### config.mk
export PLATFORM = sky130hd
export DESIGN_NAME = fifo_write_arbiter_flat
export DESIGN_NICKNAME = d
export VERILOG_FILES = /design/src/rtl/fifo_ctl_pkg.sv /design/src/rtl/fifo_write_arbiter_if.sv /design/src/rtl/fifo_write_arbiter_rr_pick.sv /design/src/rtl/fifo_write_arbiter.sv /design/src/flat_wrapper.sv
export SDC_FILE = /design/constraint.sdc
export NUM_CORES = 1
export LEC_CHECK = 0
export CORE_MARGIN = 2
export CORE_UTILIZATION = 39
export CTS_CLUSTER_DIAMETER = 80
export DETAILED_ROUTE_END_ITERATION = 8
export PLACE_DENSITY = 0.84
export RECOVER_POWER = 50
export SYNTH_ARGS = -nofsm -noshare
export SYNTH_HDL_FRONTEND = slang
export SYNTH_SLANG_ARGS = --single-unit
### constraint.sdc
create_clock -name clk -period 2.8 [get_ports clk]
set_clock_uncertainty 0.05 [all_clocks]
set_input_delay 0.56 -clock clk [delete_from_list [all_inputs] [get_ports clk]]
set_output_delay 0.56 -clock clk [all_outputs]
set_load 0.02 [all_outputs]
### src/rtl/fifo_ctl_pkg.sv
// Control-path types shared by the FIFO write scheduler and a future read-side scheduler.
package fifo_ctl_pkg;

  typedef enum logic [1:0] {
    ST_IDLE       = 2'd0,
    ST_BURST      = 2'd1,
    ST_FLUSH      = 2'd2,
    ST_FLUSH_WAIT = 2'd3
  } arb_state_t;

endpackage

### src/rtl/fifo_write_arbiter_if.sv
// Requester bus plus FIFO write-port signals of the write scheduler.
interface fifo_write_arbiter_if #(
  parameter int WIDTH = 16,
  parameter int NREQ  = 4
);

  logic [NREQ-1:0]       req;
  logic [NREQ-1:0]       in_valid;
  logic [NREQ-1:0]       in_last;
  logic [NREQ*WIDTH-1:0] in_data;
  logic [NREQ-1:0]       grant;
  logic                  fifo_ready;
  logic                  fifo_active;
  logic                  wr_en;
  logic [WIDTH-1:0]      wr_data;
  logic                  fifo_reset;

  // Scheduler side.
  modport master (
    input  req, in_valid, in_last, in_data, fifo_ready, fifo_active,
    output grant, wr_en, wr_data, fifo_reset
  );

  // Requesters and FIFO side.
  modport slave (
    output req, in_valid, in_last, in_data, fifo_ready, fifo_active,
    input  grant, wr_en, wr_data, fifo_reset
  );

endinterface

### src/rtl/fifo_write_arbiter_rr_pick.sv
// Combinational round-robin selector: first set request at or after start, wrapping modulo NREQ.
module rr_pick #(
  parameter  int NREQ = 4,
  localparam int PW   = $clog2(NREQ)
) (
  input  logic [NREQ-1:0] req,
  input  logic [PW-1:0]   start,
  output logic [NREQ-1:0] pick,
  output logic [PW-1:0]   idx,
  output logic            found
);

  logic [PW:0] pos_s;

  // Scan candidates in priority order; the sum never exceeds 2*NREQ-2 so one subtract wraps it.
  always_comb begin
    pick  = '0;
    idx   = '0;
    found = 1'b0;
    pos_s = '0;
    for (int k = 0; k < NREQ; k++) begin
      pos_s = {1'b0, start} + (PW+1)'(k);
      if (pos_s >= (PW+1)'(NREQ)) begin
        pos_s = pos_s - (PW+1)'(NREQ);
      end else begin
        pos_s = pos_s;
      end
      if (!found && req[pos_s[PW-1:0]]) begin
        found                 = 1'b1;
        pick[pos_s[PW-1:0]]   = 1'b1;
        idx                   = pos_s[PW-1:0];
      end else begin
        found = found;
      end
    end
  end

endmodule

### src/rtl/fifo_write_arbiter.sv
// Round-robin burst scheduler sharing one async-FIFO write port among NREQ requesters,
// granting only while the FIFO can absorb a full burst, and sequencing FIFO flushes.
module fifo_write_arbiter
  import fifo_ctl_pkg::*;
#(
  parameter  int WIDTH = 16,
  parameter  int NREQ  = 4,
  parameter  int BURST = 16,
  localparam int PW    = $clog2(NREQ),
  localparam int CW    = $clog2(BURST + 1)
) (
  input  logic                 clk,
  input  logic                 reset,
  input  logic                 flush,
  output logic                 busy,
  output logic                 abort,
  fifo_write_arbiter_if.master bus
);

  arb_state_t       state_r, state_n;
  logic [PW-1:0]    rr_ptr_r, rr_ptr_n;
  logic [PW-1:0]    gidx_r, gidx_n;
  logic [CW-1:0]    cnt_r, cnt_n;
  logic [NREQ-1:0]  grant_r, grant_n;
  logic             flush_pend_r, flush_pend_n;
  logic             seen_low_r, seen_low_n;
  logic             wr_en_r, wr_en_n;
  logic [WIDTH-1:0] wr_data_r, wr_data_n;
  logic             fifo_reset_r, fifo_reset_n;
  logic             abort_r, abort_n;
  logic             busy_r;

  logic [NREQ-1:0]  pick_s;
  logic [PW-1:0]    pick_idx_s;
  logic             pick_found_s;
  logic [PW-1:0]    next_ptr_s;
  logic [WIDTH-1:0] sel_data_s;
  logic             sel_valid_s;
  logic             sel_last_s;
  logic             accept_s;

  rr_pick #(.NREQ(NREQ)) u_rr_pick (
    .req   (bus.req),
    .start (rr_ptr_r),
    .pick  (pick_s),
    .idx   (pick_idx_s),
    .found (pick_found_s)
  );

  // Lanes of the currently granted requester; everyone else is ignored.
  always_comb begin
    sel_data_s  = '0;
    sel_valid_s = 1'b0;
    sel_last_s  = 1'b0;
    for (int i = 0; i < NREQ; i++) begin
      if (gidx_r == PW'(i)) begin
        sel_data_s  = bus.in_data[i*WIDTH +: WIDTH];
        sel_valid_s = bus.in_valid[i];
        sel_last_s  = bus.in_last[i];
      end else begin
        sel_data_s  = sel_data_s;
      end
    end
  end

  assign accept_s   = sel_valid_s & grant_r[gidx_r];
  assign next_ptr_s = (gidx_r == PW'(NREQ - 1)) ? '0 : gidx_r + PW'(1);

  // Next-state, grant bookkeeping and write-port values.
  always_comb begin
    state_n      = state_r;
    rr_ptr_n     = rr_ptr_r;
    gidx_n       = gidx_r;
    cnt_n        = cnt_r;
    grant_n      = grant_r;
    flush_pend_n = flush_pend_r;
    seen_low_n   = seen_low_r;
    wr_en_n      = 1'b0;
    wr_data_n    = wr_data_r;
    fifo_reset_n = 1'b0;
    abort_n      = 1'b0;
    case (state_r)
      ST_IDLE: begin
        if (flush || flush_pend_r) begin
          state_n = ST_FLUSH;
        end else if (bus.fifo_ready && bus.fifo_active && pick_found_s) begin
          grant_n = pick_s;
          gidx_n  = pick_idx_s;
          cnt_n   = '0;
          state_n = ST_BURST;
        end else begin
          state_n = ST_IDLE;
        end
      end
      ST_BURST: begin
        if (flush) begin
          flush_pend_n = 1'b1;
        end else begin
          flush_pend_n = flush_pend_r;
        end
        // Losing fifo_active means the FIFO is being reset under us: drop the word and release.
        if (!bus.fifo_active) begin
          grant_n  = '0;
          abort_n  = 1'b1;
          rr_ptr_n = next_ptr_s;
          state_n  = ST_IDLE;
        end else if (accept_s) begin
          wr_en_n   = 1'b1;
          wr_data_n = sel_data_s;
          cnt_n     = cnt_r + CW'(1);
          if (sel_last_s || (cnt_r == CW'(BURST - 1))) begin
            grant_n  = '0;
            rr_ptr_n = next_ptr_s;
            state_n  = ST_IDLE;
          end else begin
            state_n  = ST_BURST;
          end
        end else begin
          state_n = ST_BURST;
        end
      end
      ST_FLUSH: begin
        fifo_reset_n = 1'b1;
        flush_pend_n = 1'b0;
        seen_low_n   = 1'b0;
        state_n      = ST_FLUSH_WAIT;
      end
      ST_FLUSH_WAIT: begin
        if (!bus.fifo_active) begin
          seen_low_n = 1'b1;
        end else if (seen_low_r) begin
          state_n = ST_IDLE;
        end else begin
          state_n = ST_FLUSH_WAIT;
        end
      end
      default: begin
        grant_n = '0;
        state_n = ST_IDLE;
      end
    endcase
  end

  // FSM state register.
  always_ff @(posedge clk) begin
    if (reset) begin
      state_r <= ST_IDLE;
    end else begin
      state_r <= state_n;
    end
  end

  // Pointers, counters and registered outputs.
  always_ff @(posedge clk) begin
    if (reset) begin
      rr_ptr_r     <= '0;
      gidx_r       <= '0;
      cnt_r        <= '0;
      grant_r      <= '0;
      flush_pend_r <= 1'b0;
      seen_low_r   <= 1'b0;
      wr_en_r      <= 1'b0;
      wr_data_r    <= '0;
      fifo_reset_r <= 1'b0;
      abort_r      <= 1'b0;
      busy_r       <= 1'b0;
    end else begin
      rr_ptr_r     <= rr_ptr_n;
      gidx_r       <= gidx_n;
      cnt_r        <= cnt_n;
      grant_r      <= grant_n;
      flush_pend_r <= flush_pend_n;
      seen_low_r   <= seen_low_n;
      wr_en_r      <= wr_en_n;
      wr_data_r    <= wr_data_n;
      fifo_reset_r <= fifo_reset_n;
      abort_r      <= abort_n;
      busy_r       <= (state_n != ST_IDLE);
    end
  end

  assign bus.grant      = grant_r;
  assign bus.wr_en      = wr_en_r;
  assign bus.wr_data    = wr_data_r;
  assign bus.fifo_reset = fifo_reset_r;
  assign busy           = busy_r;
  assign abort          = abort_r;

endmodule

### src/flat_wrapper.sv
// flat-port wrapper written by rule: the top's interface ports become plain ports
module fifo_write_arbiter_flat import fifo_ctl_pkg::*;
#(
  parameter  int WIDTH = 16,
  parameter  int NREQ  = 4,
  parameter  int BURST = 16,
  localparam int PW    = $clog2(NREQ),
  localparam int CW    = $clog2(BURST + 1)
)
  (clk, reset, flush, busy, abort, bus_req, bus_in_valid, bus_in_last, bus_in_data, bus_fifo_ready, bus_fifo_active, bus_grant, bus_wr_en, bus_wr_data, bus_fifo_reset);
  fifo_write_arbiter_if #(.WIDTH(WIDTH), .NREQ(NREQ)) bus_i ();
  input  logic clk;
  input  logic reset;
  input  logic flush;
  output logic busy;
  output logic abort;
  input wire logic [$bits(bus_i.req)-1:0] bus_req;
  input wire logic [$bits(bus_i.in_valid)-1:0] bus_in_valid;
  input wire logic [$bits(bus_i.in_last)-1:0] bus_in_last;
  input wire logic [$bits(bus_i.in_data)-1:0] bus_in_data;
  input wire logic [$bits(bus_i.fifo_ready)-1:0] bus_fifo_ready;
  input wire logic [$bits(bus_i.fifo_active)-1:0] bus_fifo_active;
  output wire logic [$bits(bus_i.grant)-1:0] bus_grant;
  output wire logic [$bits(bus_i.wr_en)-1:0] bus_wr_en;
  output wire logic [$bits(bus_i.wr_data)-1:0] bus_wr_data;
  output wire logic [$bits(bus_i.fifo_reset)-1:0] bus_fifo_reset;
  assign bus_i.req = bus_req;
  assign bus_i.in_valid = bus_in_valid;
  assign bus_i.in_last = bus_in_last;
  assign bus_i.in_data = bus_in_data;
  assign bus_i.fifo_ready = bus_fifo_ready;
  assign bus_i.fifo_active = bus_fifo_active;
  assign bus_grant = bus_i.grant;
  assign bus_wr_en = bus_i.wr_en;
  assign bus_wr_data = bus_i.wr_data;
  assign bus_fifo_reset = bus_i.fifo_reset;
  fifo_write_arbiter #(.WIDTH(WIDTH), .NREQ(NREQ), .BURST(BURST)) u_core (.clk(clk), .reset(reset), .flush(flush), .busy(busy), .abort(abort), .bus(bus_i));
endmodule
; After elaboration in Yosys (flattened, before gate mapping)
; Index checks and enable logic that the tools add are counted.
; W data, S select, Z words.
[word_totals]
register_bits = 37
output_inout_bits = 24
wordCells = 163
[op_classes]
n_addsub = 9
magnitude_cmp = 13
eq_ne = 17
n_mux = 76
n_bitwise = 7
reduce_logical = 29
[ops]
columns = op, count
row1 = $mux W16, 4
row2 = $mux W4, 9
row3 = $mux W2, 16
row4 = $mux W1, 29
row5 = $mux W5, 4
row6 = $lt A2 B3 Y1 const B, 5
row7 = $or A4 B4 Y4, 3
row8 = $bmux W1 S2, 5
row9 = $pmux W5 S2, 1
row10 = $reduce_and A5 Y1, 2
row11 = $ge A3 B3 Y1 const B, 3
row12 = $logic_and A1 B1 Y1, 9
row13 = $reduce_and A3 Y1, 3
row14 = $demux W1 S2, 4
row15 = $eq A2 B2 Y1 const B, 4
row16 = $ge A2 B1 Y1 const B, 4
row17 = $ne A2 B1 Y1 const B, 4
row18 = $ne A2 B2 Y1 const B, 4
row19 = $pmux W2 S4, 1
row20 = $pmux W4 S2, 1
row21 = $reduce_bool A2 Y1, 4
row22 = $sub A2 B1 Y2 const B, 4
row23 = $add A2 B2 Y3 const B, 2
row24 = $ne A3 B2 Y1 const B, 2
row25 = 15 further kinds, 24

; Depth between registers and ports, before layout
[logic_depth]
ltp_word = 19
ltp_mapped = 9
depth_no_buf = 7

; Hierarchy
; A second synthesis with hierarchy kept.
[hier_totals]
cells_unflattened = 316
hier_area_um2 = 2459.9
[modules_own_cells]
columns = module, instances, cells_each, area_each_um2, seq_area_each_um2
row1 = fifo_write_arbiter, 1, 271, 2038.2, 740.7
row2 = rr_pick, 1, 45, 421.7, 0.0

; Worst setup path after synthesis
; No wires, ideal clock.
[synth_path]
kind = register -> register
start = register u_core.rr_ptr_r[0]
end = register u_core.grant_r[3] (netlist: u_core.bus.grant[3])
setup_time_ns = 0.117
arrival_time_ns = 2.456
required_ns = 2.633
path_slack_ns = 0.176
stages_incl_launch_ff = 9
synth_period_minus_slack_ns = 2.624
path_cell_list = dfxtp_1 buf_2 inv_1 ha_1 mux4_2 or3_4 o21ai_4 nor2_1 a32o_1
[synth_via]
elab_chain_len = 17
word_cells_on_any_way = 66
cone_classes = add/sub (7) / order compare (12) / eq/ne (1) / mux (31) / bitwise (3) / reduce/logical (12)
[synth_lines]
columns = element, line_no
row1 = "start, declared", fifo_write_arbiter.sv:21  ; logic [PW-1:0] rr_ptr_r, rr_ptr_n;
row2 = "start signal, assigned", fifo_write_arbiter.sv:168  ; rr_ptr_r <= rr_ptr_n;
row3 = branches (longest 17 deep; another with $add A2 B1 Y3), n/a
row4 = "end signal, assigned", fifo_write_arbiter.sv:171  ; grant_r <= grant_n;
row5 = "end, declared", fifo_write_arbiter.sv:24  ; logic [NREQ-1:0] grant_r, grant_n;
; Several ways; the timed one is not identified. The select of a mux whose other input is x is not followed.
; A chain may end at the register's enable or synchronous reset.

; Worst setup path in the final report
[layout_path]
start = register u_core.gidx_r[0]
end = register u_core.grant_r[3] (netlist: u_core.bus.grant[3])
[layout_via]
elab_chain_len = 8
word_cells_on_any_way = 19
cone_classes = eq/ne (5) / mux (10) / bitwise (1) / reduce/logical (3)
[layout_lines]
columns = element, line_no
row1 = "start, declared", fifo_write_arbiter.sv:22  ; logic [PW-1:0] gidx_r, gidx_n;
row2 = "start signal, assigned", fifo_write_arbiter.sv:169  ; gidx_r <= gidx_n;
row3 = $logic_not A2 Y1, fifo_write_arbiter.sv:56  ; if (gidx_r == PW'(i)) begin
row4 = $mux W1 (4 in a row), fifo_write_arbiter.sv:56
row5 = $and A1 B1 Y1 / $logic_or A1 B1 Y1 (equally long branches), "fifo_write_arbiter.sv:66, fifo_write_arbiter.sv:111"
row6 = $ne A3 B2 Y1 (no line), n/a
row7 = $reduce_and A5 Y1 (no line) (*), n/a
; Every way passes the cells marked *; elsewhere a longest branch is shown, timed or not. The select of a mux whose other input is x is not followed.

==> results.sh <==
export IMPL_status="finished clean"
export IMPL_required_ns=2.97
export IMPL_drc=0
export IMPL_cts_inserted_buffers=5
export IMPL_grt_util_all_layers_pct=22.2
export IMPL_grt_max_degree=36
export IMPL_die_area_um2=7190
export IMPL_synth_most_common_cell="a21oi_1"
export IMPL_io_pin_count=105
export IMPL_ctsResizeCount=0
export IMPL_syn2layout_area_growth_pct=48.9
export IMPL_crit_type="reg2reg"
export IMPL_synth_area_per_cell_um2=7.91
export IMPL_power_leakage_nw=1.60
export IMPL_die_height_um=84.8
export IMPL_drt_initial_drc_count=182
export IMPL_yosys_top_cells_area="dfxtp_1 (29%), a21oi_1 (9.2%), ha_1 (6.9%)"
export IMPL_via_count=2753
export IMPL_post_cts_buffers=0
export IMPL_hold_class="reg2reg"
export IMPL_port_buffers=104
export IMPL_antenna_cells=0
export IMPL_async_flop_share_pct=0
export IMPL_synth_yosys_seq_area_share_pct=29.1
export IMPL_hold_violations=0
export IMPL_grt_overflow=0
export IMPL_core_area_um2=6350
export IMPL_relSlewSlack_pct=14.6
export IMPL_rows=29
export IMPL_synth_edff_count=0
export IMPL_cts_sinks=37
export IMPL_critPathCaptureType="flip-flop"
export IMPL_synth_cell_types=45
export IMPL_cts_tree="done"
export IMPL_ant_nets=0
export IMPL_synth_top_cell_area_share_pct=29.1
export IMPL_rsz0062_at_grt="no"
export IMPL_wl_per_cell_um=16.3
export IMPL_setup_tns_ns=0
export IMPL_fin_crit_sh_pct=89.8
export IMPL_p_per_area_nw_per_um2=359
export IMPL_peakVddDrop_v=0.000236
export IMPL_crit_arrival_ns=2.69
export IMPL_cp_max_fo=31
export IMPL_tightest_slew_ns=1.28
export IMPL_slowest_stage="o21ai_0"
export IMPL_finalCriticalPeriod_ns=2.51
export IMPL_avgViaCountPerCell=5.54
export IMPL_grt_pass1_wl_um=12800
export IMPL_synth_seq_cells=37
export IMPL_syn_num_nets=417
export IMPL_grt_pass1_vias=2685
export IMPL_cts_root_buffer="clkbuf_8"
export IMPL_syn_inst=322
export IMPL_maxCapViolations=0
export IMPL_final_setup_viol_count=0
export IMPL_start_util_pct=40.1
export IMPL_yosys_area_top_type="dfxtp_1"
export IMPL_slowest_delay_ns=0.45
export IMPL_drt_wl_total_um=8100
export IMPL_syn_area_um2=2550
export IMPL_cts_buffer_depth=2
export IMPL_final_nets=514
export IMPL_synth_common_cells="a21oi_1 (47), nand2_1 (38), dfxtp_1 (37), nor2_1 (24), clkbuf_1 (20)"
export IMPL_ys_flop_type="dfxtp_1"
export IMPL_dp_hpwl_um=6170
export IMPL_fmax_mhz=398
export IMPL_layout_drive_gt1_share_pct=6.90
export IMPL_firstDrtPassIters=4
export IMPL_clk_pin_slew_ns=0.07
export IMPL_cp_cell_sequence="inv_1, ha_1, buf_4, a221oi_1, o311a_1, o21ai_0, a32o_1"
export IMPL_p_total_mw=1.36
export IMPL_cts_hold_buffers=0
export IMPL_gp_congestion=0.881
export IMPL_cts_htree_levels=2
export IMPL_startpoint_type="flip-flop"
export IMPL_grt_antenna_before_repair=0
export IMPL_slew_viol_final=0
export IMPL_die_x_um=84.8
export IMPL_clk_latency_ns=0.29
export IMPL_ys_warnings_count=0
-- registers in the layout (all words and copies together) (netlist names) --
signal / flops
u_core.bus.grant: 4
u_core.cnt_r: 5
u_core.state_r: 2
u_core.flush_pend_r: 1
u_core.bus.fifo_reset: 1
u_core.bus.wr_data: 16
u_core.busy: 1
u_core.abort: 1
u_core.gidx_r: 2
u_core.bus.wr_en: 1
u_core.rr_ptr_r: 2
u_core.seen_low_r: 1
-- report_power, final --
part | total [mW] | switching [mW] | internal [mW]
Sequential | 0.548 | 0.0102 | 0.538
Combinational | 0.332 | 0.148 | 0.184
Clock | 0.483 | 0.194 | 0.290
-- routing by layer --
| layer | vias up | share of wire [%] | track usage [%] |
|---|---|---|---|
| met5 | - | 0 | 0 |
| met4 | 0 | 2.7 | 7.07 |
| met3 | 18 | 4.8 | 3.50 |
| met2 | 92 | 48 | 36.9 |
| met1 | 1277 | 44 | 29.6 |
| li1 | 1366 | - | - |
-- layout by cell type (no fill, tap or decap), drive strengths merged, types with 2 or more instances in the layout --
cell type	count
clkdlybuf4s50	79
a21oi	47
nand2	38
dfxtp	37
dlygate4sd3	25
nor2	24
nand3b	18
nor3	18
o211a	16
ha	14
buf	10
inv	9
o21ai	9
nor2b	7
clkbuf	7
nand3	6
a221oi	5
mux4	5
nand2b	5
o2bb2ai	4
a32o	4
or3	4
nor3b	3
and3	2
a211oi	2
o21a	2
o41ai	2
-- kinds of logic (layout without fill, tap and decap cells) --
family                     Yosys count  count (layout)  synth area share [%]
adders and majority gates           14              14                  6.88
DFF                                 37              37                  29.1
xor gates and xnor gates             1               1                 0.344
muxes                                7               7                  5.26
buffers and inverters               34             132                  5.16
and+or+nand+nor                    131             131                  26.8
AOI/OAI and AO/OA                   98              98                  26.5
-- critical path: cells and delay by family, from the launching register on --
family | cells | cell delay [ns]
DFF | 1 | 0.37
buffers and inverters | 2 | 0.47
adders and majority gates | 1 | 0.27
AOI/OAI and AO/OA | 4 | 1.29
-- final cells by class --
class | instances | area (um2)
clock buffers | 6 | 82.6
clock inverters | 2 | 37.5
fillers | 536 | 2560
inverters | 9 | 33.8
multi-input cells | 251 | 1680
flip-flops and latches | 37 | 741
well taps | 77 | 96.3
repair buffers | 115 | 1120
-- metrics by stage --
| step | utilization [%] | std cells | setup slack (ns) | area, um2 | hold slack [ns] |
|---|---|---|---|---|---|
| after floorplan | - | 322 | 0.176 | 2550 | 0.398 |
| after global placement | 57.9 | 489 | 0.122 | 3680 | 0.411 |
| after detailed placement | 57.9 | 489 | 0.0229 | 3680 | 0.417 |
| after CTS | 59.8 | 497 | 0.315 | 3800 | 0.428 |
| after global routing | 59.7 | 497 | 0.110 | 3790 | 0.474 |
| final | 59.7 | 497 | 0.286 | 3790 | 0.421 |
-- final timing paths --
kind                                                    start                                to  slack (ns)  cells after the start
worst min-delay path             u_core.cnt_r[4]$_SDFFE_PP0P_      u_core.cnt_r[4]$_SDFFE_PP0P_        0.42                      2
worst min register to register   u_core.cnt_r[4]$_SDFFE_PP0P_      u_core.cnt_r[4]$_SDFFE_PP0P_        0.42                      2
worst max-delay path            u_core.gidx_r[0]$_SDFFE_PP0P_  u_core.bus.grant[3]$_SDFFE_PP0P_        0.29                      7
worst max register to register  u_core.gidx_r[0]$_SDFFE_PP0P_  u_core.bus.grant[3]$_SDFFE_PP0P_        0.29                      7
(Power assumes the default switching activity.)
